[config.mk]
export PLATFORM = sky130hd
export DESIGN_NAME = reg_write_queue
export DESIGN_NICKNAME = d
export VERILOG_FILES = /design/src/rtl/reg_write_queue_pkg.sv /design/src/rtl/rwq_match.sv /design/src/rtl/reg_write_queue.sv
export SDC_FILE = /design/constraint.sdc
export NUM_CORES = 1
export LEC_CHECK = 0
export CAP_MARGIN = 10
export CORE_UTILIZATION = 40
export DETAILED_ROUTE_END_ITERATION = 10
export HOLD_SLACK_MARGIN = 0.08
export PLACE_DENSITY_LB_ADDON = 0.12
export SLEW_MARGIN = 20
export SYNTH_ARGS = -nofsm -noshare
export SYNTH_HDL_FRONTEND = slang
export SYNTH_SLANG_ARGS = --single-unit
[constraint.sdc]
create_clock -name CLK -period 4.95 [get_ports CLK]
set_clock_uncertainty 0.05 [all_clocks]
set_input_delay 0.99 -clock CLK [delete_from_list [all_inputs] [get_ports CLK]]
set_output_delay 0.99 -clock CLK [all_outputs]
set_load 0.005 [all_outputs]
[src/rtl/reg_write_queue_pkg.sv]
// Shared register-bank geometry and queue defaults for the register write queue.
package reg_write_queue_pkg;

  localparam int unsigned REG_AW    = 5;
  localparam int unsigned REG_DW    = 32;
  localparam int unsigned REG_NUM   = 32;
  localparam int unsigned RWQ_DEPTH = 4;

endpackage

[src/rtl/rwq_match.sv]
// Combinational youngest-match search over the buffered writes for one read port.
module rwq_match
  import reg_write_queue_pkg::*;
#(
  parameter int unsigned DEPTH  = RWQ_DEPTH,
  parameter int unsigned AWIDTH = REG_AW,
  parameter int unsigned DWIDTH = REG_DW
) (
  input  logic [AWIDTH-1:0]          q_addr,
  input  logic [AWIDTH-1:0]          ent_addr [DEPTH],
  input  logic [DWIDTH-1:0]          ent_data [DEPTH],
  input  logic [DEPTH-1:0]           ent_vld,
  input  logic [$clog2(DEPTH)-1:0]   wr_idx,
  output logic                       hit_c,
  output logic [DWIDTH-1:0]          fwd_c
);

  localparam int unsigned PW = $clog2(DEPTH);

  // Walk from the oldest slot (wr_idx) towards the youngest; the last match wins.
  always_comb begin
    hit_c = 1'b0;
    fwd_c = '0;
    for (int unsigned k = 0; k < DEPTH; k++) begin
      if (ent_vld[wr_idx + PW'(k)] && (ent_addr[wr_idx + PW'(k)] == q_addr)) begin
        hit_c = 1'b1;
        fwd_c = ent_data[wr_idx + PW'(k)];
      end
    end
  end

endmodule

[src/rtl/reg_write_queue.sv]
// In-order register write buffer draining one entry per cycle onto the bank
// write port, with two associative lookup ports for read forwarding.
module reg_write_queue
  import reg_write_queue_pkg::*;
#(
  parameter int unsigned DEPTH  = RWQ_DEPTH,
  parameter int unsigned AWIDTH = REG_AW,
  parameter int unsigned DWIDTH = REG_DW
) (
  input  logic                       CLK,
  input  logic                       RST,
  input  logic                       IN_VALID,
  output logic                       IN_READY,
  input  logic [AWIDTH-1:0]          IN_ADDR,
  input  logic [DWIDTH-1:0]          IN_DATA,
  input  logic                       DRAIN_EN,
  output logic [AWIDTH-1:0]          AW,
  output logic [DWIDTH-1:0]          DIN,
  output logic                       REG_WRITE,
  input  logic [AWIDTH-1:0]          Q_AR1,
  input  logic [AWIDTH-1:0]          Q_AR2,
  output logic                       HIT1,
  output logic                       HIT2,
  output logic [DWIDTH-1:0]          FWD1,
  output logic [DWIDTH-1:0]          FWD2,
  output logic [$clog2(DEPTH):0]     COUNT,
  output logic                       EMPTY,
  output logic                       FULL
);

  localparam int unsigned PW = $clog2(DEPTH);
  localparam int unsigned CW = PW + 1;

  logic [PW:0]        wr_ptr_q, wr_ptr_d;
  logic [PW:0]        rd_ptr_q, rd_ptr_d;
  logic [DEPTH-1:0]   vld_q, vld_d;
  logic [AWIDTH-1:0]  addr_q [DEPTH];
  logic [AWIDTH-1:0]  addr_d [DEPTH];
  logic [DWIDTH-1:0]  data_q [DEPTH];
  logic [DWIDTH-1:0]  data_d [DEPTH];

  logic [PW-1:0]      wr_idx, rd_idx;
  logic               empty_c, full_c, push_c, pop_c;

  assign wr_idx = wr_ptr_q[PW-1:0];
  assign rd_idx = rd_ptr_q[PW-1:0];

  // Extra pointer MSB separates full from empty when the indices coincide.
  assign empty_c = (wr_ptr_q == rd_ptr_q);
  assign full_c  = (wr_ptr_q[PW] != rd_ptr_q[PW]) && (wr_idx == rd_idx);
  assign push_c  = IN_VALID && !full_c;
  assign pop_c   = !empty_c && DRAIN_EN;

  assign IN_READY  = !full_c;
  assign EMPTY     = empty_c;
  assign FULL      = full_c;
  assign COUNT     = CW'(wr_ptr_q - rd_ptr_q);
  assign REG_WRITE = pop_c;
  assign AW        = empty_c ? '0 : addr_q[rd_idx];
  assign DIN       = empty_c ? '0 : data_q[rd_idx];

  // Next-state: push writes the tail slot, pop retires the head slot.
  always_comb begin
    wr_ptr_d = wr_ptr_q;
    rd_ptr_d = rd_ptr_q;
    vld_d    = vld_q;
    addr_d   = addr_q;
    data_d   = data_q;
    if (push_c) begin
      addr_d[wr_idx] = IN_ADDR;
      data_d[wr_idx] = IN_DATA;
      vld_d[wr_idx]  = 1'b1;
      wr_ptr_d       = wr_ptr_q + CW'(1);
    end
    if (pop_c) begin
      vld_d[rd_idx] = 1'b0;
      rd_ptr_d      = rd_ptr_q + CW'(1);
    end
  end

  always_ff @(posedge CLK) begin
    if (RST) begin
      wr_ptr_q <= '0;
      rd_ptr_q <= '0;
      vld_q    <= '0;
    end else begin
      wr_ptr_q <= wr_ptr_d;
      rd_ptr_q <= rd_ptr_d;
      vld_q    <= vld_d;
    end
  end

  // Payload storage needs no reset; every read is qualified by a valid bit or EMPTY.
  always_ff @(posedge CLK) begin
    addr_q <= addr_d;
    data_q <= data_d;
  end

  rwq_match #(.DEPTH(DEPTH), .AWIDTH(AWIDTH), .DWIDTH(DWIDTH)) u_match1 (
    .q_addr   (Q_AR1),
    .ent_addr (addr_q),
    .ent_data (data_q),
    .ent_vld  (vld_q),
    .wr_idx   (wr_idx),
    .hit_c    (HIT1),
    .fwd_c    (FWD1)
  );

  rwq_match #(.DEPTH(DEPTH), .AWIDTH(AWIDTH), .DWIDTH(DWIDTH)) u_match2 (
    .q_addr   (Q_AR2),
    .ent_addr (addr_q),
    .ent_data (data_q),
    .ent_vld  (vld_q),
    .wr_idx   (wr_idx),
    .hit_c    (HIT2),
    .fwd_c    (FWD2)
  );

endmodule
==> metrics.yaml <==
hpwl_um: 24550
grt_use_total: 0.2424
hold_depth: 2
critPathSlowestCell: "mux4_4"
switchingPower_mw: 1.476
p_sw_frac: 0.3185
first_iter_violations: 793
fill_cells: 2730
outcome: "completed"
ff2ff_path_depth: 9
grt_pass1_vias: 9551
post-route-period-util: 0.9846
seq_power_share: 0.345
nets: 1131
crit_type: "reg -> out"
synth_common_cells: "mux4_2 (178), edfxtp_1 (148), nor2_1 (48)"
setup_violations: 0
worst_slack_ns: 0.07602
yosysTopAreaCell: "edfxtp_1"
crit_path_end_kind: "primary output"
ys_warn_count: 0
path_cells: "clkinvlp_4, ha_4, mux4_4, xor2_2, nor4_2, buf_4, buf_4, a311oi_4, buf_6, buf_12, buf_4, a221oi_1, o21ai_1, dlygate4sd2_1"
htreeDepth: 4
crit_fanout: 15
fin_setup_tns_ns: 0
path_buf_inv: 7
clock_path_buffers: 2
p_clk_frac: 0.277
detail-route-antenna-nets: 0
cts_sinks: 158
multi_input_area_mm2: 0.007789
rsz0062_at_grt: "yes"
tightest_slew_ns: 0.9555
slew_violations: 0
synth_most_common_cell: "mux4_2"
routabilityCongestion: 0.8255
r2r-start: "wr_ptr_q[1]$_SDFFE_PP0N_"
ir_drop_mv: 0.1689
worstPathArrival_ns: 3.83
overflow: 0
syn_area_mm2: 0.01276
grt_max_degree: 88
fin_util: 0.5053
synth_cell_types: 46
rrSetupSlack_ns: 1.75
synthTopCellsByArea: "edfxtp_1 (35%), mux4_2 (31%), a211oi_2 (2.8%)"
core-area_mm2: 0.03147
syn_inst: 924
syn-num-nets: 986
holdBufCountCts: 0
critical_path.top_delay_family: "buffers and inverters"
routed_wl_um: 39490
synth_edf_count: 148
boundaryPins: 161
avgSynthCellArea_um2: 13.81
start_util: 0.4055
leakage_nw: 6.020
dieArea_mm2: 0.03262
holdPathEnd: "rd_ptr_q[2]$_SDFFE_PP0P_"
crit_top_cell: "buf_4"
hp-start: "rd_ptr_q[2]$_SDFFE_PP0P_"
power_density_mw_per_mm2: 291.3
drive_above_1_share: 0.3210
antenna_found_initial: 1
rows: 65
ys_ff_latch: 158
worstPathRequired_ns: 3.91
cts_tree: "done"
syn2layout_area_growth_pct: 24.62
cts-root-buf: "clkbuf_16"
rr_endpoint: "vld_q[1]$_SDFF_PP0_"
dp_worst_setup_slack_ns: 0.1098
vias_per_cell: 6.501
seqCellArea_mm2: 0.004657
synth.top_cell.area_share: 0.3482
critPathLaunch: "wr_ptr_q[1]$_SDFFE_PP0N_"
min_period_ns: 4.874
p_int_mw: 3.158
die_h_um: 180.6
clk_pin_slew_ns: 0.07
ys_seq_area_frac: 0.3639
maxSlewHeadroom: 0.3630
worstHoldPathType: "reg -> reg"
ys_async_sr_fraction: 0
grt_pass1_wl_um: 59040
wire_per_inst_um: 26.61
clk_latency_ns: 0.43
hold_violations: 0
drc: 0
p_comb_frac: 0.378
io_buffers: 160
cts_buffers: 17
die_x_um: 180.6
startpoint_type: "flip-flop"
vias: 9648
drv_cap: 0
max_freq_ghz: 0.2052
synthFlopType: "edfxtp_1"
max_stage_delay_ns: 0.69
dr.pass1.iters: 5
[metrics by stage]
| step | instances | hold slack (ns) | total power, mW | cell area, µm² |
|---|---|---|---|---|
| after floorplan | 924 | 0.4496 | 2.657 | 12760 |
| after global placement | 1434 | 0.4769 | 3.316 | 14840 |
| after detailed placement | 1434 | 0.4866 | 3.312 | 14840 |
| after CTS | 1477 | 0.5016 | 4.629 | 15590 |
| after global routing | 1484 | 0.5188 | 4.820 | 15900 |
| final | 1484 | 0.5020 | 4.634 | 15900 |
[flip-flops by register name, indices dropped and copies added, names as in the netlist]
name and count:
rd_ptr_q 3, data_q 128, wr_ptr_q 3, addr_q 20
vld_q 4
[per-layer routing]
metal,GRT usage,vias to the layer above,wire [µm]
met2,0.4053,417,19690
met5,0,-,0
met4,0.08923,0,1024
li1,-,4102,-
met1,0.3215,5077,16550
met3,0.03375,52,2224
[worst max-delay path by stage]
stage,to,slack [ns],cells after the start
floorplan,FWD1[10],0.03,16
global placement,FWD1[17],0.15,8
detailed placement,FWD1[17],0.11,8
CTS,FWD1[17],-0.01,11
global route,FWD2[17],-0.05,14
finish,FWD2[17],0.08,14
[cells by family (layout without fill, tap and decap cells)]
kind of cell               Yosys count  in the layout  share of synthesized area
and+or+nand+nor                    240            240                    0.09873
muxes                              217            217                     0.3585
DFF                                158            158                     0.3639
AOI/OAI and AO/OA                  147            147                    0.09039
buffers and inverters              105            262                    0.04314
xor gates and xnor gates            46             46                    0.03392
adders and majority gates           11             11                    0.01137
other                                0              1                          0
[cells in the final DEF (no fill, tap or decap), types with 28 or more instances in the layout]
cell type,netlist,routed
and2_1,34,33
buf_4,5,44
clkdlybuf4s50_1,0,104
dlymetal6s2s_1,0,46
edfxtp_1,148,148
mux2i_1,28,28
mux4_2,178,179
nand2_1,40,40
nor2_1,48,44
nor2b_1,38,38
nor3_1,33,33
o21ai_0,33,33
o21ai_1,31,29
xnor2_1,33,31
[power groups by stage]
stage               registers (mW)  clock network, mW  logic [mW]
floorplan                     1.61                  0        1.05
global placement              1.62                  0        1.69
detailed placement            1.63                  0        1.68
CTS                           1.60               1.30        1.74
global route                  1.61               1.34        1.87
finish                        1.60               1.28        1.75
[what timing repair did]
action	in CTS	in global routing
setup buffers	11	5
setup endpoints to repair	63	54
pin swaps	19	15
gates cloned	1	1
gates resized for setup	32	69
[cell type report]
class                      count  share of cell area
antenna                        1           0.0001573
clock buffer                  17             0.02675
tap                          402             0.03163
multi-input combinational    661              0.4897
timing repair buffer         222              0.1482
sequential                   158              0.2928
inverter                       9            0.002360
clock inverter                14            0.008339
[worst min-delay path, stage by stage, from the launching register on]
cell and delay, ns:
dfxtp_1 0.36, xor2_1 0.08, nor2_1 0.07
No activity file was read; power rests on OpenSTA's default activity.
